**config.mk**
```make
export PLATFORM = sky130hd
export DESIGN_NAME = bcd_updown_counter
export DESIGN_NICKNAME = d
export VERILOG_FILES = /design/src/rtl/bcd_updown_counter.sv
export SDC_FILE = /design/constraint.sdc
export NUM_CORES = 1
export LEC_CHECK = 0
export BUFFER_PORTS_ARGS = -buffer_cell sky130_fd_sc_hd__buf_4
export CORE_MARGIN = 2
export CORE_UTILIZATION = 48
export DETAILED_ROUTE_END_ITERATION = 16
export PLACE_DENSITY = 0.78
export SLEW_MARGIN = 10
export SYNTH_ARGS = -nofsm -noshare
export SYNTH_HDL_FRONTEND = slang
export SYNTH_SLANG_ARGS = --single-unit
```
**constraint.sdc**
```tcl
create_clock -name Clock -period 2.2 [get_ports Clock]
set_clock_uncertainty 0.15 [all_clocks]
set_input_delay 0.11 -clock Clock [delete_from_list [all_inputs] [get_ports Clock]]
set_output_delay 0.11 -clock Clock [all_outputs]
set_load 0.01 [all_outputs]
```
**src/rtl/bcd_updown_counter.sv**
```systemverilog
// Multi-decade BCD up/down counter with parallel load, clamped load values and boundary pulse.
// Define BCD_SATURATE_EN to hold at all-9s/all-0s instead of wrapping around.

module bcd_digit (
  input  logic [3:0] cur,
  input  logic       step,
  input  logic       up,
  output logic [3:0] nxt,
  output logic       is9,
  output logic       is0
);
  assign is9 = (cur == 4'd9);
  assign is0 = (cur == 4'd0);

  always_comb begin
    nxt = cur;
    if (step) begin
      if (up) nxt = is9 ? 4'd0 : cur + 4'd1;
      else    nxt = is0 ? 4'd9 : cur - 4'd1;
    end
  end
endmodule

module bcd_updown_counter #(
  parameter int DIGITS = 4,
  parameter int INIT   = 0
) (
  input  logic                  Clock,
  input  logic                  Clear,
  input  logic                  E,
  input  logic                  Up,
  input  logic                  Load,
  input  logic [4*DIGITS-1:0]   LoadVal,
  output logic [4*DIGITS-1:0]   BCD,
  output logic                  Wrap,
  output logic                  Max,
  output logic                  Zero
);
  localparam logic [3:0] INIT_NIB = 4'(INIT);

  logic [DIGITS-1:0][3:0] bcd_q, bcd_d, nxt;
  logic [DIGITS-1:0]      is9, is0, step;
  logic                   wrap_q, wrap_d;
  logic                   run9, run0, blocked;

  for (genvar g = 0; g < DIGITS; g++) begin : g_dig
    bcd_digit u_dig (
      .cur  (bcd_q[g]),
      .step (step[g]),
      .up   (Up),
      .nxt  (nxt[g]),
      .is9  (is9[g]),
      .is0  (is0[g])
    );
  end

  // A decade steps only when every lower decade sits at the carry/borrow value.
  always_comb begin
    step = '0;
    run9 = 1'b1;
    run0 = 1'b1;
    for (int k = 0; k < DIGITS; k++) begin
      step[k] = E & (Up ? run9 : run0);
      run9    = run9 & is9[k];
      run0    = run0 & is0[k];
    end
  end

  assign blocked = E & (Up ? (&is9) : (&is0));

  always_comb begin
    bcd_d  = nxt;
    wrap_d = blocked;
`ifdef BCD_SATURATE_EN
    if (blocked) bcd_d = bcd_q;
`endif
    if (Load) begin
      wrap_d = 1'b0;
      for (int k = 0; k < DIGITS; k++)
        bcd_d[k] = (LoadVal[4*k +: 4] > 4'd9) ? 4'd9 : LoadVal[4*k +: 4];
    end
  end

  always_ff @(posedge Clock) begin
    if (Clear) begin
      bcd_q  <= {DIGITS{INIT_NIB}};
      wrap_q <= 1'b0;
    end else begin
      bcd_q  <= bcd_d;
      wrap_q <= wrap_d;
    end
  end

  assign BCD  = bcd_q;
  assign Wrap = wrap_q;
  assign Max  = &is9;
  assign Zero = &is0;
endmodule

```
==> summary.md <==
| Metric | Value |
|---|---|
| Status | `completed` |
| Worst skew pair latency | `~300 ps` |
| CTS tree | `done` |
| Core area | `0.00308 sq mm` |
| Crit Path Category | `reg2reg` |
| GRT Total Usage | `0.252` |
| Layout cell share with drive strength beyond 1 | `0.247` |
| CP bufs+invs | `2` |
| Mean Syn Cell Area | `7.20 sq um` |
| Post-synth top cells | `nor2_1, nand2_1, dfxtp_1` |
| Seq/Total Area, Yosys | `0.218` |
| Pwr/cell area | `between 400 and 500 mW/mm^2` |
| Synth Flop Type | `dfxtp_1` |
| IO Pins | `40` |
| Mapped Nets | `238` |
| Die X-Extent | `61.1 microns` |
| Hold slack final | `14.5 ps` |
| Utilization after layout | `0.681` |
| Final hold violations | `0` |
| Synthesis-stage register bit count | `17` |
| Share of the synthesized area in the top cell type | `0.218` |
| HPWL Detailed | `2830 microns` |
| Clock transition at path regs | `between 100 and 150 ps` |
| CTS Buf Count | `3` |
| CTS root buf | `clkbuf_4` |
| Met3 Resource Use GR | `0.0315` |
| Ys async rst share | `0` |
| Setup Fix Bufs, Post-CTS | `0` |
| Remaining antenna violation count | `0` |
| Internal power | `0.591 mW` |
| Fin nets | `289` |
| Slowest cell on crit path | `dlygate4sd3_1` |
| DR DRC count | `0` |
| Final Worst Setup Slack | `~95 ps` |
| Largest fanout on the critical path | `9` |
| Max Cap Viol | `0` |
| Synth-to-Final Area Change | `34.2%` |
| Initial DRC count | `158` |
| Rows | `20` |
| Area leader, netlist | `dfxtp_1` |
| Max stage delay on crit path | `560 ps` |
| Maximum root-to-sink buffer count | `2` |
| RSZ-0062 raised after global routing | `no` |
| Synth area leaders | `dfxtp_1, nor2_1, a21oi_1` |
| Post-place setup slack | `204 ps` |
| Post-Syn Area | `0.00156 sq mm` |
| Clk sinks | `17` |
| Die area | `0.00373 sq mm` |
| Via density | `5.75` |
| Post-synth EDFFs | `0` |
| Setup TNS | `0 ps` |
| Synthesized instance count | `217` |
| Slew HR | `0.644` |
| Yosys warning total | `0` |
| VDD IR max | `0.298 mV` |
| Reg power frac | `0.393` |
| Met1 Track Usage GR | `0.324` |
| GR peak layer | `met2` |
| Delay-heaviest family, CP | `buffers and inverters` |
| TritonRoute pass-1 iters | `4` |
| Overflow after GRT | `0` |
| Final period utilization | `0.957` |
| Clock power share | `0.199` |
| Crit path arrival time | `2210 ps` |
| Die height | `61.1 microns` |
| Power Total | `0.917 mW` |
| Wire per inst | `14.1 microns` |
| Clock period minus worst slack | `around 2100 ps` |
| Min-delay worst type | `in2reg` |
| Yosys cell types | `54` |
| Antenna diodes | `0` |
| Fmax | `475 MHz` |
| GP Congestion | `0.832` |
| GRT met2 Usage | `0.453` |
| Htree depth | `1` |
| Initial antenna violation count | `0` |
| Worst Tran Pin Value | `533 ps` |
| Worst Setup End Kind | `flop` |
| Comb power frac | `0.408` |
| Via count | `1789` |
| Sw Pwr | `0.327 mW` |
| Count leader, synth | `nor2_1` |
| Crit start category | `flop` |
| P_leak | `0.873 nW` |
| First-pass GRT wire length | `7220 microns` |
| Starting Density | `0.508` |
| Cell breakdown of the critical path | `buf_4 -> or3_4 -> nor3_1 -> a21o_1 -> o21ai_0 -> a21oi_1 -> dlygate4sd3_1` |
| Largest net degree at the start of global routing | `37` |
| Sw Share | `0.356` |
| Max Slew Vio Count | `0` |
| Fill cells | `283` |
| Total Routed Length | `4400 microns` |
| Final setup violation count | `0` |
| IO buf count | `39` |
| Data required, critical path | `between 2000 and 2500 ps` |
| Number of global-route vias before repair | `1608` |
==> worst reg2reg max path, delay by kind of cell, from the launching register on <==
kind | cells | cell delay [ps]
buf+inv | 2 | 730
simple gates | 2 | 520
compound gates | 3 | 330
flops | 1 | 330
==> what timing repair did <==
item                                   4_1_cts  5_1_grt
setup endpoints to repair                    0        1
hold buffers                                18        0
endpoints found under the hold margin       15        0
resized for setup                            0        2
==> state kept, by name, summed over array words and instances (netlist names) <==
| signal | flops |
|---|---|
| Wrap | 1 |
| BCD | 16 |
==> layout by cell type, fill, tap and decap left out, types with 2 or more instances in the layout <==
master and n:
a31oi_1 3, o22ai_1 2, o21a_1 2, nor3_1 9, dfxtp_1 16, dlygate4sd3_1 18
nor2b_1 5, nor2_1 23, a311oi_1 2, and2_1 3, mux2i_1 6, a211o_1 2
a211oi_1 2, a21oi_1 15, nand2b_1 2, nand3b_1 4, o311ai_0 2, buf_4 51
o21ai_0 15, nand2_1 19, nand4b_1 2, or4_1 2, nand3_1 5, a221oi_1 6
and3_1 4, xnor2_1 7, xor2_1 3, inv_1 5, o211ai_1 2, nor4_1 3
clkbuf_4 3
==> power groups by stage <==
stage          Combinational, mW  Sequential, mW  Clock (mW)
6_report                   0.374           0.361       0.182
5_1_grt                    0.410           0.366       0.203
4_1_cts                    0.368           0.360       0.185
3_5_place_dp               0.341           0.366           0
3_3_place_gp               0.337           0.365           0
2_1_floorplan              0.225           0.366           0
==> final timing paths <==
| path | start | to | slack, ps | cells after the start |
|---|---|---|---|---|
| hold reg to reg | BCD[11] | BCD[11] | 460 | 2 |
| setup / recovery | BCD[1] | BCD[2] | 90 | 7 |
| hold / removal | LoadVal[6] | BCD[6] | 10 | 3 |
| setup reg to reg | BCD[1] | BCD[2] | 90 | 7 |
==> per-layer routing <==
metal  wire, microns  vias up
met3             214        4
met4              21        0
li1                -      894
met1            2030      831
met5               0        -
met2            2130       60
==> cells by family after synthesis <==
group,count (synthesis),synth area share
AND/OR/NAND/NOR,94,0.334
AO/OA/AOI/OAI,62,0.265
flip-flops,17,0.218
buffers and inverters,28,0.0889
multiplexers,6,0.0384
XOR/XNOR,10,0.0560
==> metrics by stage <==
stage          cell area, sq um  instances
5_1_grt                    2100        311
6_report                   2100        311
3_3_place_gp               1880        289
4_1_cts                    2090        311
3_5_place_dp               1880        289
2_1_floorplan              1560        217
==> layout make-up <==
class                      instances  area (sq um)  area share
sequential                        17           342       0.163
inverter                           5          18.8     0.00895
clock buffer                       3          22.5      0.0107
tap                               44          55.1      0.0263
multi-input combinational        172          1090       0.519
timing repair buffer              69           563       0.268
clock inverter                     1          7.51     0.00358
(Power assumes the default switching activity.)
